===== src/rtl/jk_cmd_driver.sv =====
`default_nettype none
// ============================================================================
// Module : jk_cmd_driver
// Brief  : FIFO-buffered {op,len} command sequencer driving a JK flip-flop,
//          with a shadow model of q and a sticky divergence flag.
//          Optional flush port enabled by JK_CMD_DRIVER_FLUSH_EN.
// Rev    : 1.0 - initial release
// ============================================================================
module jk_cmd_driver #(
  parameter int DEPTH = 4,
  parameter int CNT_W = 4
) (
  input  logic             clk,
  input  logic             rst,
`ifdef JK_CMD_DRIVER_FLUSH_EN
  input  logic             flush,
`endif
  input  logic             cmd_valid,
  output logic             cmd_ready,
  input  logic [1:0]       cmd_op,
  input  logic [CNT_W-1:0] cmd_len,
  output logic             j,
  output logic             k,
  input  logic             q_fb,
  output logic             busy,
  output logic             done,
  output logic             exp_q,
  output logic             mismatch
);

  localparam int AW = (DEPTH > 1) ? $clog2(DEPTH) : 1;
  localparam logic [AW:0] FULL_CNT = (AW+1)'(DEPTH);

  typedef enum logic [0:0] {
    IDLE = 1'b0,
    RUN  = 1'b1
  } state_t;

  logic [CNT_W+1:0] mem [DEPTH];
  logic [AW-1:0]    wr_ptr;
  logic [AW-1:0]    rd_ptr;
  logic [AW:0]      count;
  logic             full;
  logic             empty;
  logic             push;
  logic             pop;
  logic [1:0]       head_op;
  logic [CNT_W-1:0] head_len;

  state_t           state, state_nxt;
  logic [CNT_W-1:0] remaining, rem_nxt;
  logic             j_nxt, k_nxt;

  assign full  = (count == FULL_CNT);
  assign empty = (count == '0);
`ifdef JK_CMD_DRIVER_FLUSH_EN
  assign cmd_ready = !full && !flush;
`else
  assign cmd_ready = !full;
`endif
  assign push     = cmd_valid && cmd_ready;
  assign head_op  = mem[rd_ptr][CNT_W+1:CNT_W];
  assign head_len = mem[rd_ptr][CNT_W-1:0];

  always_ff @(posedge clk) begin
    if (push) begin
      mem[wr_ptr] <= {cmd_op, cmd_len};
    end
  end

  always_ff @(posedge clk) begin
    if (rst) begin
      wr_ptr <= '0;
      rd_ptr <= '0;
      count  <= '0;
`ifdef JK_CMD_DRIVER_FLUSH_EN
    end else if (flush) begin
      wr_ptr <= '0;
      rd_ptr <= '0;
      count  <= '0;
`endif
    end else begin
      if (push) wr_ptr <= wr_ptr + 1'b1;
      if (pop)  rd_ptr <= rd_ptr + 1'b1;
      case ({push, pop})
        2'b10:   count <= count + 1'b1;
        2'b01:   count <= count - 1'b1;
        default: count <= count;
      endcase
    end
  end

  always_ff @(posedge clk) begin
    if (rst) begin
      state     <= IDLE;
      remaining <= '0;
      j         <= 1'b0;
      k         <= 1'b0;
    end else begin
      state     <= state_nxt;
      remaining <= rem_nxt;
      j         <= j_nxt;
      k         <= k_nxt;
    end
  end

  // A zero length is run as a single cycle, so the counter loads len-1 floored at 0.
  always_comb begin
    state_nxt = state;
    rem_nxt   = remaining;
    j_nxt     = j;
    k_nxt     = k;
    pop       = 1'b0;
    case (state)
      IDLE: begin
        j_nxt = 1'b0;
        k_nxt = 1'b0;
        if (!empty) begin
          pop            = 1'b1;
          state_nxt      = RUN;
          {j_nxt, k_nxt} = head_op;
          rem_nxt        = (head_len == '0) ? '0 : head_len - 1'b1;
        end
      end
      RUN: begin
        if (remaining == '0) begin
          if (!empty) begin
            pop            = 1'b1;
            {j_nxt, k_nxt} = head_op;
            rem_nxt        = (head_len == '0) ? '0 : head_len - 1'b1;
          end else begin
            state_nxt = IDLE;
            j_nxt     = 1'b0;
            k_nxt     = 1'b0;
          end
        end else begin
          rem_nxt = remaining - 1'b1;
        end
      end
      default: begin
        state_nxt = IDLE;
        j_nxt     = 1'b0;
        k_nxt     = 1'b0;
      end
    endcase
`ifdef JK_CMD_DRIVER_FLUSH_EN
    if (flush) begin
      state_nxt = IDLE;
      rem_nxt   = '0;
      j_nxt     = 1'b0;
      k_nxt     = 1'b0;
      pop       = 1'b0;
    end
`endif
  end

  assign done = (state == RUN) && (remaining == '0);
  assign busy = (state == RUN) || !empty;

  always_ff @(posedge clk) begin
    if (rst) begin
      exp_q    <= 1'b0;
      mismatch <= 1'b0;
    end else begin
      case ({j, k})
        2'b01:   exp_q <= 1'b0;
        2'b10:   exp_q <= 1'b1;
        2'b11:   exp_q <= !exp_q;
        default: exp_q <= exp_q;
      endcase
      if (q_fb != exp_q) mismatch <= 1'b1;
    end
  end

endmodule
`default_nettype wire


===== config.mk =====
export PLATFORM = sky130hd
export DESIGN_NAME = jk_cmd_driver
export DESIGN_NICKNAME = d
export VERILOG_FILES = /design/src/rtl/jk_cmd_driver.sv
export SDC_FILE = /design/constraint.sdc
export NUM_CORES = 1
export LEC_CHECK = 0
export ABC_AREA = 0
export BUFFER_PORTS_ARGS = -buffer_cell sky130_fd_sc_hd__buf_2
export CAP_MARGIN = 10
export CELL_PAD_IN_SITES_DETAIL_PLACEMENT = 1
export CELL_PAD_IN_SITES_GLOBAL_PLACEMENT = 2
export CORE_ASPECT_RATIO = 2
export CORE_MARGIN = 4
export CORE_UTILIZATION = 30
export CTS_BUF_LIST = sky130_fd_sc_hd__clkbuf_16
export CTS_CLUSTER_SIZE = 10
export DETAILED_ROUTE_END_ITERATION = 10
export GPL_TIMING_DRIVEN = 0
export PLACE_DENSITY_LB_ADDON = 0.1
export SETUP_SLACK_MARGIN = 0.1
export SYNTH_ARGS = -nofsm -noshare
export SYNTH_HDL_FRONTEND = slang
export SYNTH_SLANG_ARGS = --single-unit

===== constraint.sdc =====
create_clock -name clk -period 3.5 [get_ports clk]
set_clock_uncertainty 0.1 [all_clocks]
set_input_delay 0.7 -clock clk [delete_from_list [all_inputs] [get_ports clk]]
set_output_delay 0.7 -clock clk [all_outputs]
set_load 0.02 [all_outputs]

==> impl_metrics.yaml, run 1 <==
status:
  status: "finished clean"
sta:
  fin_crit_ps: 2934
  rsz0062_at_grt: "false"
  worst_pin_slew_ps: 710.2
  layout_worst_path_cycle_share_pct: 83.84
  slew_headroom_pct: 52.29
  fmax_mhz: 340.8
  timing.setup.tns_ps: 0
  setup_viol: 0
  slew_viol_final: 0
  final_hold_viol_count: 0
worst_setup_path:
  crit_fanout: 6
  required_ps: 3610
  critical_path_class: "flop to flop"
  r2r_start: "remaining[0]$_SDFF_PP0_"
  startpoint_type: "flop"
  r2r-end: "count[2]$_SDFFE_PP0P_"
  arrival_ps: 3040
  r2r_slack_ps: 570
  endpoint_kind: "flop"
  reg2reg_depth: 11
clock_tree:
  postCtsSetupBuffers: 0
  clk_pin_slew_ps: 60
  cts_root_buf: "clkbuf_16"
  cts_hold_buf: 0
  cts_tree: "done"
  cts_sinks: 42
  h-tree-depth: 2
  post_cts_resize_count: 0
  cts.path.max_buffers: 2
  clk-insertion-delay-late_ps: 280
  cts_buffers: 5
routing:
  avgRoutedWirePerCell_um: 16.06
  drtIter0Drc: 26
  vias: 1130
  drc_errors: 0
  vias_per_cell: 5.067
  drt_first_pass_iters: 4
  drt_wl_total_um: 3581
  ant_nets: 0
power_and_ir_drop:
  seq_power_share_pct: 38.4
  power_density_nw_per_um2: 841.0
  p_sw_mw: 0.5910
  swShare_pct: 32.90
  p_clk_share_pct: 29.0
  p_comb_share_pct: 32.6
  vdd_ir_drop_max_mv: 0.4065
  power_leakage_nw: 0.7881
  intPower_mw: 1.205
die:
  dieArea_um2: 7431
  io_pins: 17
  start_util_pct: 31.24
  fp.dieH_um: 118.0
  num_rows: 39
  die_x_um: 62.99
  core_um2: 5807
placed_design:
  portBuffers: 15
  gp_congestion: 0.7031
  hpwl_um: 2731
  dpl_cell_area_um2: 1966
yosys:
  avgSynthCellArea_um2: 13.05
  synthCells: 139
  yosysSeqAreaShare_pct: 59.59
  synthDistinctLibCells: 34
  synth_seq_cells: 42
  yosys_warnings: 0
  synthFlopType: "edfxtp_1"
  synth_area_um2: 1814
  synth_edf_count: 24
  syn_nets: 157
  postSynth.asyncResetShare_pct: 0
layout:
  area_growth_pct: 17.72
  drive_gt1_share_pct: 19.14
  nets: 179
  design_area_um2: 2136
  n_antenna_cell: 0
job:
  cap_violations: 0
hold_path:
  hold_path.startpoint: "mismatch$_SDFFE_PP0P_"
  min_to: "mismatch$_SDFFE_PP0P_"
  hp-class: "flop to flop"
  holdPathStages: 2
global_routing:
  grt_pass1_vias: 1209
  overflow: 0
  antenna_found_initial: 0
  grt_max_degree: 15
  track_usage_pct: 10.63
  grt_first_pass_wirelength_um: 6072
[worst max-delay path by stage]
stage | startpoint | end | slack, ps | cells past startpoint
final | remaining[0]$_SDFF_PP0_ | count[2]$_SDFFE_PP0P_ | 570 | 11
after global routing | remaining[0]$_SDFF_PP0_ | count[2]$_SDFFE_PP0P_ | 300 | 11
after CTS | remaining[0]$_SDFF_PP0_ | count[2]$_SDFFE_PP0P_ | 490 | 11
after detailed placement | remaining[0]$_SDFF_PP0_ | count[2]$_SDFFE_PP0P_ | 510 | 11
after global placement | remaining[0]$_SDFF_PP0_ | count[2]$_SDFFE_PP0P_ | 610 | 11
after floorplan | remaining[0]$_SDFF_PP0_ | count[2]$_SDFFE_PP0P_ | 890 | 11
[kinds of logic (layout without fill, tap and decap cells)]
family	Yosys count	count (layout)	synth area share [%]
AOI/OAI and AO/OA	21	21	7.931
xor gates and xnor gates	8	8	3.862
adders and majority gates	8	8	5.931
buffers and inverters	17	40	3.931
DFF	42	42	59.59
muxes	7	7	8.621
and+or+nand+nor	36	36	10.14
[synthesized netlist by cell type (2+ instances only)]
master,number,share of area [%]
a22oi_1,2,0.83
edfxtp_1,24,40
nor2_1,16,3.3
nand2_1,4,0.83
mux4_2,3,3.7
a211oi_1,2,0.83
or3b_1,2,0.97
xor2_1,3,1.4
or3_1,3,1.0
xnor2_1,5,2.4
nand3_1,2,0.55
and3_1,4,1.4
inv_1,11,2.3
mux4_1,3,4.3
ha_1,7,4.8
nor3_1,2,0.55
o21ai_0,2,0.55
clkbuf_1,4,0.83
and2_1,2,0.69
dfxtp_1,18,20
a21oi_1,7,1.9
[registers in the layout (all words and copies together), names as in the netlist, named ones only]
register	count
remaining	4
state	1
k	1
exp_q	1
wr_ptr	2
count	3
j	1
rd_ptr	2
mem	24
mismatch	1
[per-layer routing]
metal  track usage, %  share of wire (%)  routed length (um)
met5                0                  0                   0
met4            4.979                2.1                  75
met3            2.579                2.3                  84
met2            19.92                 59                2107
met1            10.59                 37                1315
[power by group through the flow]
stage / Combinational [mW] / Sequential, mW / Clock, mW
3_5_place_dp: 0.600 / 0.699 / 0
6_report: 0.586 / 0.689 / 0.521
3_3_place_gp: 0.573 / 0.696 / 0
2_1_floorplan: 0.436 / 0.699 / 0
4_1_cts: 0.606 / 0.691 / 0.532
5_1_grt: 0.672 / 0.704 / 0.554
[per-stage QoR]
| stage | setup slack (ps) | util, % | hold slack (ps) | power, mW | std cells |
|---|---|---|---|---|---|
| floorplan | 885.4 | - | 369.2 | 1.135 | 139 |
| global placement | 605.7 | 33.85 | 347.2 | 1.269 | 215 |
| finish | 565.8 | 36.78 | 366.7 | 1.796 | 223 |
| global route | 300.3 | 36.78 | 393.1 | 1.930 | 223 |
| detailed placement | 509.0 | 33.85 | 358.2 | 1.299 | 215 |
| CTS | 494.3 | 36.78 | 374.0 | 1.828 | 223 |
[worst max-delay path, stage by stage (launching register included)]
cell and delay (ps):
dfxtp_1 310, inv_1 110, ha_1 160, or3b_1 340, clkbuf_1 180, a21oi_2 350, ha_1 260, inv_1 60
fa_1 380, xor2_1 160, or3_1 320, a21oi_1 140
[layout by cell type, fill, tap and decap left out, drive strengths merged]
cell type  instances
nand2              4
o21ai              3
mux4               6
a21oi              8
dfxtp             18
o31ai              1
nor3               2
or3                3
a221oi             2
and3               4
bufinv             1
a22oi              2
ha                 7
xor2               3
nor4b              1
or3b               2
and2               2
clkinvlp           2
nand3              2
fa                 1
o21a               1
mux2i              1
xnor2              5
clkbuf             9
edfxtp            24
a211oi             2
o211ai             1
a311oi             1
buf               16
nor2              16
inv               12
[layout make-up]
class / instances / area, um2
Buffer: 5 / 26.28
Clock buffer: 5 / 125.1
Clock inverter: 3 / 45.04
Fill cell: 621 / 3671
Inverter: 12 / 45.04
Multi-Input combinational cell: 80 / 661.9
Sequential cell: 42 / 1081
Tap cell: 61 / 76.32
Timing Repair Buffer: 15 / 75.07
(Power assumes the default switching activity.)
==> run 2, diff against run 1 <==
clock period = 2.5 ns   (was 3.5 ns; I/O delays follow)
==> impl_metrics.yaml, run 2 (synthesis gave the netlist of run 1 again) <==
routing:
  avgRoutedWirePerCell_um: 16.52
  drt_first_pass_iters: 3
  drtIter0Drc: 38
  vias: 1141
  ant_nets: 0
  drc_errors: 0
  vias_per_cell: 4.983
  drt_wl_total_um: 3783
die:
  die_x_um: 62.99
  fp.dieH_um: 118.0
  start_util_pct: 31.24
  num_rows: 39
  dieArea_um2: 7431
  core_um2: 5807
  io_pins: 17
layout:
  multiInputGateArea_um2: 688.2
  final_cells: 229
  layout_commonest_cell: "edfxtp_1"
  mostFrequentLayoutCells: "24 x edfxtp_1, 16 x nor2_1, 16 x dfxtp_1"
  drive_gt1_share_pct: 26.79
  largest_reg_flops: 24
  n_fill_cell: 616
  biggestRegsByFlops: "mem: 24 flops, remaining: 4 flops, count: 3 flops"
  nets: 185
  ff_latch_area_um2: 1084
  regMostFlops: "mem"
  n_antenna_cell: 0
  area_growth_pct: 22.14
worst_setup_path:
  required_ps: 2620
  critical_path_class: "flop to flop"
  arrival_ps: 2600
  endpoint_kind: "flop"
  startpoint_type: "flop"
  crit_fanout: 2
  r2r_slack_ps: 20
  reg2reg_depth: 11
status:
  status: "finished clean"
clock_tree:
  cts_tree: "done"
  h-tree-depth: 2
  cts.path.max_buffers: 2
  cts_hold_buf: 0
  clk-insertion-delay-late_ps: 280
  cts_root_buf: "clkbuf_16"
  cts_buffers: 5
  cts_sinks: 42
  clk_pin_slew_ps: 60
power_and_ir_drop:
  power_mw: 2.651
  power_density_nw_per_um2: 1196
  vdd_ir_drop_max_mv: 0.4595
  power_leakage_nw: 0.8298
global_routing:
  overflow: 0
  grt_first_pass_wirelength_um: 6437
  track_usage_pct: 11.40
  antenna_found_initial: 0
  grt_max_degree: 14
  grt_pass1_vias: 1265
hold_path:
  hp-class: "input pin to flop"
  holdPathStages: 1
sta:
  layout_worst_path_cycle_share_pct: 99.20
  fin_ws_ps: 20.04
  fin_crit_ps: 2480
  worst_pin_slew_ps: 876.6
  final_hold_viol_count: 0
  slew_headroom_pct: 41.11
  rsz0062_at_grt: "true"
  timing.setup.tns_ps: 0
  slew_viol_final: 0
  fmax_mhz: 403.2
  setup_viol: 0
placed_design:
  portBuffers: 15
  dp.cells: 215
  place_ws_ps: -160.0
  hpwl_um: 2816
  gp_congestion: 0.7313
job:
  cap_violations: 0
[run 2: power by group]
group | switching (mW) | leakage [nW] | internal [mW]
Sequential | 0.103 | 0.369 | 0.871
Clock | 0.249 | 0.0812 | 0.467
Combinational | 0.515 | 0.379 | 0.446
Total | 0.867 | 0.830 | 1.78
[run 2: cell type report]
cell class	instances	share of cell area (%)
sequential	42	48.90
multi-input combinational	80	31.06
clock buffer	5	5.647
timing repair buffer	21	5.421
tap	61	3.444
inverter	12	2.033
clock inverter	3	1.863
buffer	5	1.637
[run 2: per-stage QoR]
stage | util [%] | instance area (um2) | hold slack [ps]
after detailed placement | 34.24 | 1988 | 355.6
after global placement | 34.24 | 1988 | 346.0
after global routing | 38.16 | 2216 | 338.4
after CTS | 37.84 | 2197 | 326.9
final | 38.16 | 2216 | 336.3
after floorplan | - | 1837 | 369.2
[run 2: per-layer routing]
layer	wire length (um)	GRT usage [%]	part of all wire (%)
met3	85	2.197	2.2
met1	1405	11.93	37
met2	2235	21.51	59
met5	0	0	0
met4	57	4.564	1.5
[run 2: timing repair]
| action | CTS | global route |
|---|---|---|
| setup endpoints to repair | 2 | 3 |
| gates cloned | 0 | 0 |
| buffers inserted | 4 | 2 |
| resized for setup | 5 | 1 |
| endpoints found under the hold margin | 0 | 0 |
| pin swaps | 3 | 1 |
[run 2: path summary, 6_finish.rpt]
check,start,endpoint
max,remaining[0]$_SDFF_PP0_,count[2]$_SDFFE_PP0P_
min,cmd_op[0],mem[0][4]$_DFFE_PP_
max reg2reg,remaining[0]$_SDFF_PP0_,count[2]$_SDFFE_PP0P_
min reg2reg,mismatch$_SDFFE_PP0P_,mismatch$_SDFFE_PP0P_
[run 2: critical path, stage by stage (launching register included)]
cell and delay, ps:
dfxtp_2 320, inv_2 60, ha_1 130, or3b_1 350
clkbuf_8 150, a21oi_4 170, ha_4 160, inv_2 40
fa_2 330, xor2_1 160, or3_1 330, a21oi_2 130
